## src/rtl/alu_pkg.sv

```systemverilog
// Shared encodings and the instruction decoder for alu_exec_unit.
// Decode is independent of ALU_MUL_ITER_EN; the top decides whether MULT is executable.
package alu_pkg;

    localparam logic [1:0] ALUOP_RTYPE = 2'b10;
    localparam logic [1:0] ALUOP_IMM   = 2'b00;
    localparam logic [1:0] ALUOP_BEQ   = 2'b01;
    localparam logic [1:0] ALUOP_JUMP  = 2'b11;

    localparam logic [5:0] FUNCT_ADD  = 6'h20;
    localparam logic [5:0] FUNCT_SUB  = 6'h22;
    localparam logic [5:0] FUNCT_AND  = 6'h24;
    localparam logic [5:0] FUNCT_OR   = 6'h25;
    localparam logic [5:0] FUNCT_SLT  = 6'h2A;
    localparam logic [5:0] FUNCT_MULT = 6'h18;

    localparam logic [5:0] OPC_BEQ  = 6'h04;
    localparam logic [5:0] OPC_ADDI = 6'h08;
    localparam logic [5:0] OPC_SLTI = 6'h0A;
    localparam logic [5:0] OPC_ANDI = 6'h0C;
    localparam logic [5:0] OPC_ORI  = 6'h0D;

    typedef enum logic [2:0] {
        OP_ADD,
        OP_SUB,
        OP_AND,
        OP_OR,
        OP_SLT,
        OP_MUL,
        OP_NOP
    } alu_op_e;

    typedef enum logic [1:0] {
        ST_IDLE,
        ST_EXEC,
        ST_MUL,
        ST_DONE
    } state_e;

    // Source of the second operand
    typedef enum logic [1:0] {
        OPB_REG,
        OPB_SEXT,
        OPB_ZEXT,
        OPB_NONE
    } opb_sel_e;

    typedef struct packed {
        logic [5:0] sel;
        alu_op_e    op;
        opb_sel_e   opb;
        logic       illegal;
    } decode_t;

    function automatic decode_t alu_decode(input logic [1:0] alu_op,
                                           input logic [5:0] opcode,
                                           input logic [5:0] funct);
        decode_t d;
        d.sel     = 6'h00;
        d.op      = OP_NOP;
        d.opb     = OPB_NONE;
        d.illegal = 1'b0;
        case (alu_op)
            ALUOP_RTYPE: begin
                d.sel = funct;
                d.opb = OPB_REG;
                case (funct)
                    FUNCT_ADD:  d.op = OP_ADD;
                    FUNCT_SUB:  d.op = OP_SUB;
                    FUNCT_AND:  d.op = OP_AND;
                    FUNCT_OR:   d.op = OP_OR;
                    FUNCT_SLT:  d.op = OP_SLT;
                    FUNCT_MULT: d.op = OP_MUL;
                    default:    d.illegal = 1'b1;
                endcase
            end
            ALUOP_IMM, ALUOP_BEQ: begin
                d.sel = opcode;
                case (opcode)
                    OPC_BEQ:  begin d.op = OP_SUB; d.opb = OPB_REG;  end
                    OPC_ADDI: begin d.op = OP_ADD; d.opb = OPB_SEXT; end
                    OPC_SLTI: begin d.op = OP_SLT; d.opb = OPB_SEXT; end
                    OPC_ANDI: begin d.op = OP_AND; d.opb = OPB_ZEXT; end
                    OPC_ORI:  begin d.op = OP_OR;  d.opb = OPB_ZEXT; end
                    default:  d.illegal = 1'b1;
                endcase
            end
            default: begin
                // Jump: defined no-op, selection 0, result 0
                d.sel = 6'h00;
            end
        endcase
        return d;
    endfunction

endpackage

```

## src/rtl/alu_exec_unit_mul_iter.sv

```systemverilog
// Iterative shift-add multiplier: one multiplier bit per cycle, low WIDTH bits of the product.
// `done` pulses for one cycle once the final bit has been accumulated.
module alu_mul_iter #(
    parameter int WIDTH = 32
) (
    input  logic             clk,
    input  logic             rst,
    input  logic             start,
    input  logic [WIDTH-1:0] multiplicand,
    input  logic [WIDTH-1:0] multiplier,
    output logic             busy,
    output logic             done,
    output logic [WIDTH-1:0] product
);

    localparam int CW = $clog2(WIDTH);
    localparam logic [CW-1:0] LAST = CW'(WIDTH - 1);

    logic [WIDTH-1:0] mcand_q;
    logic [WIDTH-1:0] mplier_q;
    logic [WIDTH-1:0] acc_q;
    logic [CW-1:0]    cnt_q;
    logic             busy_q;
    logic             done_q;

    always_ff @(posedge clk) begin
        if (rst) begin
            mcand_q  <= '0;
            mplier_q <= '0;
            acc_q    <= '0;
            cnt_q    <= '0;
            busy_q   <= 1'b0;
            done_q   <= 1'b0;
        end else begin
            done_q <= 1'b0;
            if (start) begin
                mcand_q  <= multiplicand;
                mplier_q <= multiplier;
                acc_q    <= '0;
                cnt_q    <= '0;
                busy_q   <= 1'b1;
            end else if (busy_q) begin
                if (mplier_q[0]) begin
                    acc_q <= acc_q + mcand_q;
                end
                mcand_q  <= mcand_q << 1;
                mplier_q <= mplier_q >> 1;
                // Counter stops at the last bit rather than wrapping
                if (cnt_q == LAST) begin
                    busy_q <= 1'b0;
                    done_q <= 1'b1;
                end else begin
                    cnt_q <= cnt_q + 1'b1;
                end
            end
        end
    end

    assign busy    = busy_q;
    assign done    = done_q;
    assign product = acc_q;

endmodule

```

## src/rtl/alu_exec_unit.sv

```systemverilog
// Registered ALU control-and-execute stage with valid/ready on both sides.
// ALU_MUL_ITER_EN enables the iterative MULT path; otherwise MULT decodes as illegal.
module alu_exec_unit
    import alu_pkg::*;
#(
    parameter int WIDTH = 32
) (
    input  logic             clk,
    input  logic             rst,
    input  logic             in_valid,
    output logic             in_ready,
    input  logic [1:0]       alu_op,
    input  logic [31:0]      instruction,
    input  logic [WIDTH-1:0] op_a,
    input  logic [WIDTH-1:0] op_b,
    output logic             out_valid,
    input  logic             out_ready,
    output logic [5:0]       sel,
    output logic [WIDTH-1:0] result,
    output logic             zero,
    output logic             illegal
);

`ifdef ALU_MUL_ITER_EN
    localparam bit MUL_EN = 1'b1;
`else
    localparam bit MUL_EN = 1'b0;
`endif

    state_e           state_q, state_d;
    state_e           accept_state;
    decode_t          dec;
    logic             accept;
    logic             take;
    logic [WIDTH-1:0] opb_eff;
    logic [WIDTH-1:0] exec_res;

    alu_op_e          op_q;
    logic [WIDTH-1:0] a_q;
    logic [WIDTH-1:0] b_q;
    logic [5:0]       isel_q;
    logic             ill_q;

    logic [5:0]       sel_q;
    logic [WIDTH-1:0] result_q;
    logic             zero_q;
    logic             illegal_q;

    logic             unused_instr;
    assign unused_instr = ^instruction[25:16];

    assign in_ready = !rst && (state_q == ST_IDLE || (state_q == ST_DONE && out_ready));
    assign accept   = in_valid && in_ready;
    assign take     = (state_q == ST_DONE) && out_ready;

    always_comb begin
        dec = alu_decode(alu_op, instruction[31:26], instruction[5:0]);
        if (!MUL_EN && dec.op == OP_MUL) begin
            dec.op      = OP_NOP;
            dec.illegal = 1'b1;
        end
    end

    always_comb begin
        opb_eff = '0;
        case (dec.opb)
            OPB_REG:  opb_eff = op_b;
            OPB_SEXT: opb_eff = WIDTH'($signed(instruction[15:0]));
            OPB_ZEXT: opb_eff = WIDTH'(instruction[15:0]);
            default:  opb_eff = '0;
        endcase
    end

    assign accept_state = (dec.op == OP_MUL) ? ST_MUL : ST_EXEC;

    always_comb begin
        exec_res = '0;
        case (op_q)
            OP_ADD:  exec_res = a_q + b_q;
            OP_SUB:  exec_res = a_q - b_q;
            OP_AND:  exec_res = a_q & b_q;
            OP_OR:   exec_res = a_q | b_q;
            OP_SLT:  exec_res = WIDTH'($signed(a_q) < $signed(b_q));
            default: exec_res = '0;
        endcase
    end

`ifdef ALU_MUL_ITER_EN
    logic             mul_start;
    logic             mul_busy;
    logic             mul_done;
    logic [WIDTH-1:0] mul_product;

    assign mul_start = accept && (dec.op == OP_MUL);

    alu_mul_iter #(
        .WIDTH(WIDTH)
    ) u_mul (
        .clk         (clk),
        .rst         (rst),
        .start       (mul_start),
        .multiplicand(op_a),
        .multiplier  (opb_eff),
        .busy        (mul_busy),
        .done        (mul_done),
        .product     (mul_product)
    );
`endif

    always_comb begin
        state_d = state_q;
        case (state_q)
            ST_IDLE: if (accept) state_d = accept_state;
            ST_EXEC: state_d = ST_DONE;
            ST_MUL: begin
`ifdef ALU_MUL_ITER_EN
                // An idle engine without done can only mean it lost the op
                if (mul_done) begin
                    state_d = ST_DONE;
                end else if (!mul_busy) begin
                    state_d = ST_IDLE;
                end
`else
                state_d = ST_IDLE;
`endif
            end
            ST_DONE: if (take) state_d = accept ? accept_state : ST_IDLE;
            default: state_d = ST_IDLE;
        endcase
    end

    always_ff @(posedge clk) begin
        if (rst) begin
            state_q   <= ST_IDLE;
            op_q      <= OP_NOP;
            a_q       <= '0;
            b_q       <= '0;
            isel_q    <= 6'h00;
            ill_q     <= 1'b0;
            sel_q     <= 6'h00;
            result_q  <= '0;
            zero_q    <= 1'b0;
            illegal_q <= 1'b0;
        end else begin
            state_q <= state_d;
            if (accept) begin
                op_q   <= dec.op;
                a_q    <= op_a;
                b_q    <= opb_eff;
                isel_q <= dec.sel;
                ill_q  <= dec.illegal;
            end
            // Visible result fields change only on entry to DONE
            if (state_q == ST_EXEC) begin
                sel_q     <= isel_q;
                result_q  <= exec_res;
                zero_q    <= (exec_res == '0);
                illegal_q <= ill_q;
            end
`ifdef ALU_MUL_ITER_EN
            else if (state_q == ST_MUL && mul_done) begin
                sel_q     <= isel_q;
                result_q  <= mul_product;
                zero_q    <= (mul_product == '0);
                illegal_q <= 1'b0;
            end
`endif
        end
    end

    assign out_valid = (state_q == ST_DONE);
    assign sel       = sel_q;
    assign result    = result_q;
    assign zero      = zero_q;
    assign illegal   = illegal_q;

endmodule

```

## config.mk

```make
export PLATFORM = sky130hd
export DESIGN_NAME = alu_exec_unit
export DESIGN_NICKNAME = d
export VERILOG_FILES = /design/src/rtl/alu_pkg.sv /design/src/rtl/alu_exec_unit_mul_iter.sv /design/src/rtl/alu_exec_unit.sv
export SDC_FILE = /design/constraint.sdc
export NUM_CORES = 1
export LEC_CHECK = 0
export BUFFER_PORTS_ARGS = -buffer_cell sky130_fd_sc_hd__buf_2
export CAP_MARGIN = 20
export CELL_PAD_IN_SITES_DETAIL_PLACEMENT = 1
export CELL_PAD_IN_SITES_GLOBAL_PLACEMENT = 1
export CORE_AREA = 2 2 138 174
export CTS_BUF_LIST = sky130_fd_sc_hd__clkbuf_16
export DETAILED_ROUTE_END_ITERATION = 7
export DIE_AREA = 0 0 140 176
export GPL_TIMING_DRIVEN = 1
export HOLD_SLACK_MARGIN = 0.15
export PLACE_DENSITY_LB_ADDON = 0.12
export SLEW_MARGIN = 25
export SYNTH_ARGS = -nofsm -noshare
export SYNTH_HDL_FRONTEND = slang
export SYNTH_SLANG_ARGS = --single-unit
```

## constraint.sdc

```tcl
create_clock -name clk -period 4.65 [get_ports clk]
set_input_delay 0.6975 -clock clk [delete_from_list [all_inputs] [get_ports clk]]
set_output_delay 0.6975 -clock clk [all_outputs]
set_load 0.1 [all_outputs]
```

**Yosys cells after proc, flatten, opt, wreduce, memory -nomap -nowiden**

Cells that the tools add are included.

- Flip-flop bits (word level): 116
- Input bits: 102
- Word-level logic and storage cells: 70

- $add $sub $neg: 2
- $lt $le $gt $ge: 1
- Equal/unequal tests: 26
- Mux-type cells: 15
- Bitwise gates (word level): 2
- Reduce and logical (&&, ||, !) cells: 14

Operators by type and width:

| kind | number |
|---|---|
| $pmux W32 S5 | 1 |
| $pmux W32 S3 | 1 |
| $add A32 B32 Y32 | 1 |
| $and A32 B32 Y32 | 1 |
| $logic_not A32 Y1 | 1 |
| $lt A32 B32 Y1 | 1 |
| $or A32 B32 Y32 | 1 |
| $sub A32 B32 Y32 | 1 |
| $eq A6 B6 Y1 const B | 5 |
| $pmux W5 S5 | 1 |
| $eq A6 B4 Y1 const B | 4 |
| $pmux W6 S2 | 2 |
| $pmux W3 S6 | 1 |
| $eq A3 B3 Y1 const B | 3 |
| $eq A2 B2 Y1 const B | 4 |
| $mux W2 | 4 |
| $pmux W2 S4 | 1 |
| $eq A2 B1 Y1 const B | 3 |
| $eq A3 B2 Y1 const B | 2 |
| $eq A6 B3 Y1 const B | 1 |
| $eq A6 B5 Y1 const B | 1 |
| $logic_not A2 Y1 | 3 |
| $reduce_or A6 Y1 | 1 |
| $reduce_or A5 Y1 | 1 |
| other kinds (11) | 15 |

**Longest topological paths before layout**

- Depth after elaboration: 11
- Gate-level depth with buffers: 15

**Worst setup path after synthesis**

Ideal clock, no wire load.

- Kind: flip-flop to flip-flop
- From: reg state_q[1]
- To: reg a_q[6]
- Data arrival time: 3,856 ps
- Required time: 4,580 ps
- Path slack: 723 ps
- Cell stages (with the launch flop): 9
- Buffers on the path: 2
- Period minus slack after synthesis: 3,927 ps
- Path through: dfxtp_1 -> and2_1 -> nand2_1 -> a21oi_1 -> and2_0 -> clkbuf_1 -> clkbuf_1 -> nand2_1 -> a21oi_1

- Cells in the longest elaborated chain, start to end: 5
- Elaborated cells on any way between the ends: 6

Ends and longest elaborated chain:

| element | line | RTL |
|---|---|---|
| start: declaration | alu_exec_unit.sv:30 | `state_e state_q, state_d;` |
| start signal: assignment | alu_exec_unit.sv:145 | `state_q <= state_d;` |
| $eq A2 B2 Y1 | - |  |
| net out_valid | alu_exec_unit.sv:16 | `output logic out_valid,` |
| $logic_and A1 B1 Y1 | alu_exec_unit.sv:52 | `assign in_ready = !rst && (state_q == ST_IDLE \|\| (state_q == ST_DONE && out_ready));` |
| $logic_or A1 B1 Y1 | alu_exec_unit.sv:52 |  |
| $logic_and A1 B1 Y1 | alu_exec_unit.sv:52 |  |
| net in_ready | alu_exec_unit.sv:11 | `output logic in_ready,` |
| $logic_and A1 B1 Y1 | alu_exec_unit.sv:53 | `assign accept = in_valid && in_ready;` |
| end signal: assignment | alu_exec_unit.sv:148 | `a_q <= op_a;` |
| end: declaration | alu_exec_unit.sv:39 | `logic [WIDTH-1:0] a_q;` |

The timed path passes the listed nets, and every way through them passes these cells.
A chain may end at the register's enable or synchronous reset.

**Worst setup path in the final report**

- From: reg a_q[0]
- To: reg zero_q, in the netlist zero

- Cells in the longest elaborated chain, start to end: 3
- Elaborated cells on any way between the ends: 7

Ends and longest elaborated chain:

| element | line | RTL |
|---|---|---|
| $sub A32 B32 Y32 (tied with other cells) | alu_exec_unit.sv:80 | `OP_SUB: exec_res = a_q - b_q;` |
| $pmux W32 S5 (*) | alu_exec_unit.sv:78 | `case (op_q)` |
| $logic_not A32 Y1 (*) | alu_exec_unit.sv:157 | `zero_q <= (exec_res == '0);` |
| end signal: assignment | alu_exec_unit.sv:157 |  |
| end: declaration | alu_exec_unit.sv:46 | `logic zero_q;` |

Every way passes the cells marked *; elsewhere a longest branch is shown, timed or not.

==> results.py <==
metrics = {
    "power": {
        "pwr-share-comb": 0.322,
        "seqPwrFrac": 0.307,
        "leakage_uw": 0.00445,
        "clkPwrFrac": 0.371,
        "intPower_uw": 2200,
        "ir_drop_mv": 0.253,
        "pwr_density_cell_mw_per_mm2": 329,
        "swShare": 0.395,
        "switchingPower_uw": 1430,
    },
    "die": {
        "placementRows": 62,
        "fp.dieArea_mm2": 0.0246,
        "io_pins": 144,
        "initial_core_util": 0.416,
        "dieWidth_um": 140,
        "coreArea_mm2": 0.0229,
        "die_y_um": 176,
    },
    "sta": {
        "min_period_over_period": 0.943,
        "fin_worst_skew_ns": 0.0106,
        "setup-violations-final": 0,
        "setup_tns_ns": 0,
        "hold_viol": 0,
        "slew_viol_final": 0,
        "tightest_slew_ns": 0.822,
        "rsz0062_at_grt": "no",
        "max-slew-margin-rel": 0.451,
        "fin_crit_ns": 4.39,
        "max_freq_mhz": 228,
    },
    "logic_synthesis": {
        "yosysWarnings": 0,
        "synth_top_area_frac": 0.244,
        "synth-edff-count": 0,
        "synth_flop_cell": "dfxtp_1",
        "synth_top_area_cell": "dfxtp_1",
        "synth_cell_types": 84,
        "ys_seq_area_frac": 0.244,
        "synthCells": 1300,
        "avgSynthCellArea_um2": 7.32,
        "ys_top_cells_by_area": "dfxtp_1, ha_1, a21oi_1, nand2_1, nor2_1",
        "synth_async_sr_flop_share": 0,
        "ys_ff_latch": 116,
        "synth_most_common_cell": "nand2_1",
        "synthTopCellsByCount": "nand2_1, a21oi_1, dfxtp_1",
        "synth_area_mm2": 0.00951,
        "synth_nets": 1500,
    },
    "critical_path": {
        "setup.worst_path.start": "a_q[0]",
        "r2r_cells": 16,
        "cp_max_fo": 4,
        "r2r-start": "a_q[0]",
        "critical_path_required_ns": 5.00,
        "regToRegEndpoint": "zero",
        "worstSetupEndpointType": "flop",
        "reg2reg_slack_ns": 0.26,
        "crit_type": "flop to flop",
        "start_kind": "flop",
        "crit_path_end": "zero",
        "cp.arrival_ns": 4.73,
    },
    "hold_path": {
        "hold_path.class": "input port to flop",
        "hp-start": "op_a[16]",
    },
    "place": {
        "routabilityCongestion": 0.931,
        "dpl.hpwl_um": 27300,
        "dp_cells": 1669,
        "io_buffers": 133,
    },
    "run_status": {
        "violations": "DRC",
        "status": "complete, but fails checks",
    },
    "clock_network": {
        "cts_made_buffers": 17,
        "htreeDepth": 4,
        "path_clk_slew_ns": 0.07,
        "cts.path.max_buffers": 2,
        "ctsHoldBuffers": 0,
        "clock_latency_ns": 0.44,
        "root_buffer": "clkbuf_16",
        "cts.sinks": 116,
        "cts_resized": 0,
        "post_cts_buffers": 0,
        "cts_tree": "yes",
    },
    "routing": {
        "first_pass_iters": 7,
        "vias": 10100,
        "drc": 16,
        "ant_nets": 0,
        "totalWireLength_um": 36400,
        "routedWlPerCell_um": 21.4,
        "avgViaCountPerCell": 5.93,
        "drt_iter0_markers": 608,
    },
    "final_layout": {
        "drive_gt1_frac": 0.161,
        "nets": 1600,
        "syn_to_final_growth_pct": 15.9,
        "fin_cells": 1702,
    },
    "grt": {
        "antenna_found_initial": 0,
        "grt_pass1_wl_um": 57200,
        "grt_usage": 0.297,
        "overflow": 0,
        "grt_pass1_vias": 10400,
        "grt_max_degree": 62,
    },
    "job": {
        "drv_cap": 0,
    },
}
## sequential cells by signal, indices dropped and copies added, names as in the netlist, 2 cells and up
register and cells:
state_q 2, result 32, op_q 3, a_q 32, isel_q 6, b_q 32, sel 6
## through the flow
| stage | hold WS [ns] | cell area [um^2] | util | power, uW | setup slack [ns] |
|---|---|---|---|---|---|
| 2_1_floorplan | 0.432 | 9510 | - | 1950 | 0.723 |
| 3_3_place_gp | 0.442 | 10400 | 0.456 | 2270 | 0.390 |
| 3_5_place_dp | 0.451 | 10400 | 0.456 | 2290 | 0.434 |
| 4_1_cts | 0.434 | 11000 | 0.482 | 3650 | 0.385 |
| 5_1_grt | 0.464 | 11000 | 0.482 | 3800 | 0.0342 |
| 6_report | 0.445 | 11000 | 0.482 | 3630 | 0.264 |
## placed cells by master (no fill, tap or decap), types with 7 or more instances in the layout
cell and instances:
buf_4 31, o31ai_1 32, a211o_1 7, clkbuf_16 17, dfxtp_1 115, inv_1 96
buf_2 133, o311ai_0 9, o21ai_0 78, mux2i_1 17, o21bai_1 9, a31oi_1 11
nor3_1 36, nand2b_1 16, nor4_1 15, a221oi_1 8, a21o_1 12, a211oi_1 37
a21oi_1 137, o211ai_1 13, ha_1 96, nand2_1 164, nor2_1 112, and2_1 7
nand4_1 13, nor2b_1 10, nand3_1 19, or2_2 8, xnor2_1 17
## metal layers
layer  up-vias  share of wire  global-route usage
met1      4910           0.44               0.368
met2       268           0.48               0.507
met3        70          0.049              0.0507
met4         0          0.035               0.130
li1       4848              -                   -
met5         -              0                   0
## cell type report
cell class	instances	area, um^2
inverters	100	375
fillers	2950	11900
flip-flops and latches	116	2320
clock inverters	15	156
well taps	288	360
clock buffers	17	425
repair buffers	164	898
multi-input cells	1001	6480
diodes	1	2.50
## kinds of logic (layout without fill, tap and decap cells)
kind of cell / after synthesis / after routing / synth area share
AND/OR/NAND/NOR: 437 / 437 / 0.213
buffers and inverters: 183 / 296 / 0.0767
AO/OA/AOI/OAI: 425 / 425 / 0.294
XOR/XNOR: 21 / 21 / 0.0193
other: 0 / 1 / 0
adder cells (fa/ha/maj): 99 / 99 / 0.132
flip-flops: 116 / 116 / 0.244
multiplexers: 19 / 19 / 0.0214
## worst min path at each step
stage	endpoint	slack (ns)	depth (start not counted)
global placement	sel[4]	0.44	2
global route	a_q[19]	0.46	3
CTS	a_q[16]	0.43	3
finish	a_q[16]	0.44	3
floorplan	illegal	0.43	2
detailed placement	sel[0]	0.45	2
## critical path: stages (launching register included)
cell and delay [ns]:
dfxtp_1 0.32, inv_1 0.08, ha_1 0.17, inv_1 0.05
fa_1 0.39, nor2b_1 0.17, o21ai_0 0.38, a211oi_1 0.19
o311ai_0 0.65, buf_4 0.25, and2_1 0.19, o31ai_1 0.08
a32oi_1 0.22, xnor2_1 0.15, o22ai_1 0.14, or4_1 0.59
o41ai_2 0.28
## power groups by stage
stage	Combinational, uW	Clock [uW]	Sequential (uW)
3_3_place_gp	1140	0	1130
3_5_place_dp	1150	0	1140
2_1_floorplan	622	0	1330
4_1_cts	1160	1370	1120
5_1_grt	1260	1410	1120
6_report	1170	1350	1120
(Power assumes the default switching activity.)
